### src/rtl/afpm_io_sequencer.sv
// Byte-serial operand loader and result unloader for the 16-bit
// logarithmic floating-point multiplier core.
module afpm_io_sequencer #(
    parameter int                BYTE_W  = 8,
    parameter int                DATA_W  = 2 * BYTE_W,
    parameter int                TIMEOUT = 15,
    parameter logic [DATA_W-1:0] NAN_VAL = 16'h7E00
) (
    input  logic              clk,
    input  logic              rst_n,
    input  logic              ena,
    input  logic              in_valid,
    input  logic [BYTE_W-1:0] a_byte,
    input  logic [BYTE_W-1:0] b_byte,
    output logic [DATA_W-1:0] op_a,
    output logic [DATA_W-1:0] op_b,
    output logic              mul_start,
    input  logic              mul_valid,
    input  logic [DATA_W-1:0] mul_result,
    output logic [BYTE_W-1:0] res_byte,
    output logic              res_valid,
    output logic              res_last,
    output logic              busy,
    output logic              err
);

    typedef enum logic [2:0] {
        S_LOAD_LO,
        S_LOAD_HI,
        S_ISSUE,
        S_WAIT,
        S_OUT_LO,
        S_OUT_HI
    } state_t;

    localparam logic [7:0] LP_CNT_MAX = 8'(TIMEOUT - 1);

    state_t            r_state;
    logic [DATA_W-1:0] r_op_a;
    logic [DATA_W-1:0] r_op_b;
    logic [DATA_W-1:0] r_result;
    logic [7:0]        r_cnt;
    logic              r_mul_start;
    logic [BYTE_W-1:0] r_res_byte;
    logic              r_res_valid;
    logic              r_res_last;
    logic              r_busy;
    logic              r_err;

    always_ff @(posedge clk or negedge rst_n) begin
        if (!rst_n) begin
            r_state     <= S_LOAD_LO;
            r_op_a      <= '0;
            r_op_b      <= '0;
            r_result    <= '0;
            r_cnt       <= '0;
            r_mul_start <= 1'b0;
            r_res_byte  <= '0;
            r_res_valid <= 1'b0;
            r_res_last  <= 1'b0;
            r_busy      <= 1'b0;
            r_err       <= 1'b0;
        end else if (ena) begin
            r_mul_start <= 1'b0;
            r_res_valid <= 1'b0;
            r_res_last  <= 1'b0;
            unique case (r_state)
                S_LOAD_LO: begin
                    if (in_valid) begin
                        r_op_a[BYTE_W-1:0] <= a_byte;
                        r_op_b[BYTE_W-1:0] <= b_byte;
                        r_state            <= S_LOAD_HI;
                        r_busy             <= 1'b1;
                    end
                end
                S_LOAD_HI: begin
                    if (in_valid) begin
                        r_op_a[DATA_W-1:BYTE_W] <= a_byte;
                        r_op_b[DATA_W-1:BYTE_W] <= b_byte;
                        r_state                 <= S_ISSUE;
                    end
                end
                S_ISSUE: begin
                    r_mul_start <= 1'b1;
                    r_cnt       <= '0;
                    r_state     <= S_WAIT;
                end
                S_WAIT: begin
                    r_cnt <= r_cnt + 8'd1;
                    // a result landing on the expiry cycle beats the timeout
                    if (mul_valid) begin
                        r_result <= mul_result;
                        r_state  <= S_OUT_LO;
                    end else if (r_cnt == LP_CNT_MAX) begin
                        r_result <= NAN_VAL;
                        r_err    <= 1'b1;
                        r_state  <= S_OUT_LO;
                    end
                end
                S_OUT_LO: begin
                    r_res_byte  <= r_result[BYTE_W-1:0];
                    r_res_valid <= 1'b1;
                    r_state     <= S_OUT_HI;
                end
                S_OUT_HI: begin
                    r_res_byte  <= r_result[DATA_W-1:BYTE_W];
                    r_res_valid <= 1'b1;
                    r_res_last  <= 1'b1;
                    r_busy      <= 1'b0;
                    r_state     <= S_LOAD_LO;
                end
                default: begin
                    r_busy  <= 1'b0;
                    r_state <= S_LOAD_LO;
                end
            endcase
        end
    end

    // strobes are masked while frozen so a held pulse is not seen twice
    assign mul_start = r_mul_start & ena;
    assign res_valid = r_res_valid & ena;
    assign op_a      = r_op_a;
    assign op_b      = r_op_b;
    assign res_byte  = r_res_byte;
    assign res_last  = r_res_last;
    assign busy      = r_busy;
    assign err       = r_err;

endmodule

### config.mk
export PLATFORM = sky130hd
export DESIGN_NAME = afpm_io_sequencer
export DESIGN_NICKNAME = d
export VERILOG_FILES = /design/src/rtl/afpm_io_sequencer.sv
export SDC_FILE = /design/constraint.sdc
export NUM_CORES = 1
export LEC_CHECK = 0
export CAP_MARGIN = 5
export CORE_ASPECT_RATIO = 0.6
export CORE_UTILIZATION = 30
export DETAILED_ROUTE_END_ITERATION = 7
export HOLD_SLACK_MARGIN = 0.06
export PLACE_DENSITY = 0.63
export SLEW_MARGIN = 10
export SYNTH_ARGS = -nofsm -noshare
export SYNTH_HDL_FRONTEND = slang
export SYNTH_SLANG_ARGS = --single-unit
### constraint.sdc
create_clock -name clk -period 1.7 [get_ports clk]
set_input_delay 0.17 -clock clk [delete_from_list [all_inputs] [get_ports clk]]
set_output_delay 0.17 -clock clk [all_outputs]
set_load 0.01 [all_outputs]
==> out/summary.txt <==
====================================================================================================
Result of the run                                                                          completed
Worst EP arrival                                                                             1840 ps
RSZ-0062 raised after global routing                                                             yes
Initial core utilization                                                                       31.2%
Area Growth Syn to Fin                                                                         40.2%
Slowest cell on crit path                                                               sky130_fd_sc_hd__or4b_4
Quantity of I/O buffers inserted on ports                                                         81
Remaining routing DRC violations                                                                   0
Worst IR Drop VDD                                                                         0.000801 V
Overall via count from detail_route                                                             2580
Instance count of the mapped netlist                                                             282
Vias in the first global route                                                                  2620
Clock-pin slew reported for the worst setup and hold paths after clock tree synthesis          60 ps
Largest net degree at the start of global routing                                                 73
Static leakage power                                                                      0.00207 uW
Startpoint Class                                                                            register
Root Buffer                                                                             sky130_fd_sc_hd__clkbuf_16
Initial antenna violation count                                                                    0
Ordered cell list for the critical path                                                 inv_1 -> ha_2 -> or4b_4 -> o211ai_1 -> nand3_1
Synthesized area divided by synthesized cell count                                        11.8 sq um
Synthesized Nets                                                                                 321
End of the worst register-to-register path                                               r_result[3]
Max-cap violations                                                                                 0
Synth cell types                                                                                  48
Primary flip-flop cell chosen by synthesis mapping                                      sky130_fd_sc_hd__dfrtp_1
Total power divided by cell area                                                        1740 mW/mm^2
Most common library cell in the layout ignoring fill and taps                           sky130_fd_sc_hd__clkdlybuf4s50_1
Fill cells                                                                                      1026
I/O pin cnt                                                                                       82
Synthesized flop and latch total                                                                  72
Worst slew pin tran                                                                           407 ps
Crit share post-route                                                                          96.2%
Final hold violation count                                                                         0
Hold WS                                                                                       390 ps
Kind of path behind the tightest hold check                                              in -> async
Final WL                                                                                8290 microns
Drt initial violations                                                                           114
TritonCTS clock tree                                                                             yes
Number of buffers created by CTS                                                                   9
Post-synthesis sequential area ratio                                                           54.1%
Post-Synthesis Cell Area                                                                0.00333 sq mm
Worst Reg-to-Reg Cells                                                                             5
Setup crit start                                                                            r_cnt[0]
CTS H-Tree Depth                                                                                   3
Fraction of layout cells with a size suffix above 1                                            22.2%
Core Util, Final                                                                               43.8%
# diodes                                                                                           0
Final max-slew violation count                                                                     0
Share of synthesized registers carrying an async set or reset                                   100%
GRT Overall Usage                                                                              15.5%
Post-CTS setup-driven buffer insertion count                                                       0
Placed wire-length estimate after detailed placement                                    6120 microns
Power Total                                                                                  8130 uW
Worst-Skew Late Latency                                                                       330 ps
Wire length of the first global-routing pass                                            13900 microns
Detail Route Antenna Nets                                                                          0
Post-synth EDFFs                                                                                   0
Highest Clock Rate                                                                         0.611 GHz
Total iterations of the first detailed-routing run                                                 4
Number of synthesis warnings                                                                       0
Highest-count cells in the layout ignoring fill and taps                                sky130_fd_sc_hd__clkdlybuf4s50_1 (79), sky130_fd_sc_hd__dfrtp_1 (71), sky130_fd_sc_hd__nand2_1 (33)
Largest stage delay on the critical path                                                      550 ps
Count of nets after finishing                                                                    413
Die width                                                                                138 microns
Clk sink count                                                                                    72
Core Area                                                                               0.0107 sq mm
Vias per cell                                                                                   4.98
Number of placement rows                                                                          29
Final count of negative-setup-slack endpoints                                                      0
Crit path buffers/inverters                                                                        1
Required time of the critical path                                                           1910 ps
Worst Clk Skew                                                                               4.27 ps
Floorplan die area                                                                      0.0115 sq mm
Reg2reg start                                                                               r_cnt[0]
Category of the most critical setup path                                                  reg -> reg
Worst setup EP type                                                                         register
Global-route congestion overflow total                                                             0
Height of the die                                                                       83.6 microns
Peak fanout along the critical path                                                               10
Number of buffers on the longest clock path                                                        2
Min Clock Period, post-route                                                                 1640 ps
Crit path max-delay family                                                              simple AND/OR/NAND/NOR gates
Max-slew headroom                                                                              72.9%
R2R setup slack                                                                                60 ps
Wire length per cell                                                                    16.0 microns
Routability cong.                                                                              0.817
====================================================================================================
[report_power, final]
group | internal [uW] | total [uW] | leakage (uW) | switching (uW)
logic | 1860 | 3180 | 0.00108 | 1320
registers | 2470 | 3050 | 0.000841 | 588
clock network | 1150 | 1900 | 0.000146 | 751
[layout make-up]
| class | count | area (sq um) | share of cell area [%] |
|---|---|---|---|
| Timing Repair Buffer | 103 | 1010 | 21.7 |
| Sequential cell | 72 | 1800 | 38.6 |
| Clock inverter | 7 | 77.6 | 1.66 |
| Inverter | 7 | 26.3 | 0.563 |
| Tap cell | 139 | 174 | 3.72 |
| Multi-Input combinational cell | 181 | 1350 | 28.9 |
| Clock buffer | 9 | 225 | 4.82 |
[worst max-delay path by stage]
stage	end	slack (ps)	cells past startpoint
6_report	r_result[3]	60	5
2_1_floorplan	r_result[0]	140	6
5_1_grt	r_result[3]	-10	5
4_1_cts	res_valid	20	4
3_3_place_gp	op_a[11]	7	5
3_5_place_dp	op_a[15]	-30	5
[cells in the mapped netlist, drive strengths merged, types with 2 or more instances]
| cell | n | share of area [%] |
|---|---|---|
| o211ai | 11 | 2.5 |
| o311ai | 2 | 0.53 |
| a21oi | 3 | 0.56 |
| ha | 2 | 0.75 |
| clkbuf | 7 | 1.1 |
| mux2 | 32 | 11 |
| nor3 | 2 | 0.30 |
| and2 | 4 | 0.79 |
| dfrtp | 72 | 54 |
| mux2i | 9 | 2.7 |
| a211o | 6 | 1.6 |
| nand3 | 25 | 3.8 |
| o221a | 7 | 2.4 |
| nand2b | 3 | 0.56 |
| and3b | 2 | 0.53 |
| inv | 7 | 0.79 |
| nand2 | 34 | 3.9 |
| nand3b | 4 | 1.0 |
| and4 | 2 | 0.56 |
| a221o | 2 | 0.60 |
| o21ai | 15 | 2.3 |
| buf | 14 | 3.2 |
[worst min-delay path: stages]
cell and delay, ps:
sky130_fd_sc_hd__dlygate4sd3_1 520, sky130_fd_sc_hd__buf_2 120, sky130_fd_sc_hd__buf_12 320
[flip-flops by register name, summed over array words and instances (netlist names)]
register / flops
busy: 1
err: 1
op_a: 16
op_b: 16
r_cnt: 8
r_mul_start: 1
r_res_valid: 1
r_result: 16
r_state: 3
res_byte: 8
res_last: 1
[stage by stage]
step                setup WS (ps)  instance area, sq um  std cells  setup TNS [ps]
finish                       63.9                  4670        518               0
global route                -13.3                  4670        518           -38.1
CTS                          16.3                  4660        518               0
detailed placement          -34.1                  4350        501            -303
global placement             7.34                  4350        501               0
floorplan                     142                  3330        282               0
[per-layer routing]
| metal | up-vias | global-route usage, % | wire length (microns) |
|---|---|---|---|
| met5 | - | 0 | 0 |
| met4 | 0 | 3.00 | 51 |
| met3 | 4 | 5.11 | 499 |
| met2 | 82 | 22.2 | 3560 |
| met1 | 1269 | 22.4 | 4180 |
| li1 | 1225 | - | - |
[cell families after synthesis]
group / after synthesis / share of synthesized area (%)
and+or+nand+nor: 84 / 13.8
DFF: 72 / 54.1
AOI/OAI and AO/OA: 54 / 12.4
muxes: 41 / 13.5
buffers and inverters: 29 / 5.41
adders and majority gates: 2 / 0.751
[what timing repair did]
item	in CTS	in global routing
hold buffers	1	0
endpoints found under the setup margin	0	13
endpoints found under the hold margin	72	0
resized for setup	0	4
Note: power is estimated with default switching activity, not from simulation.
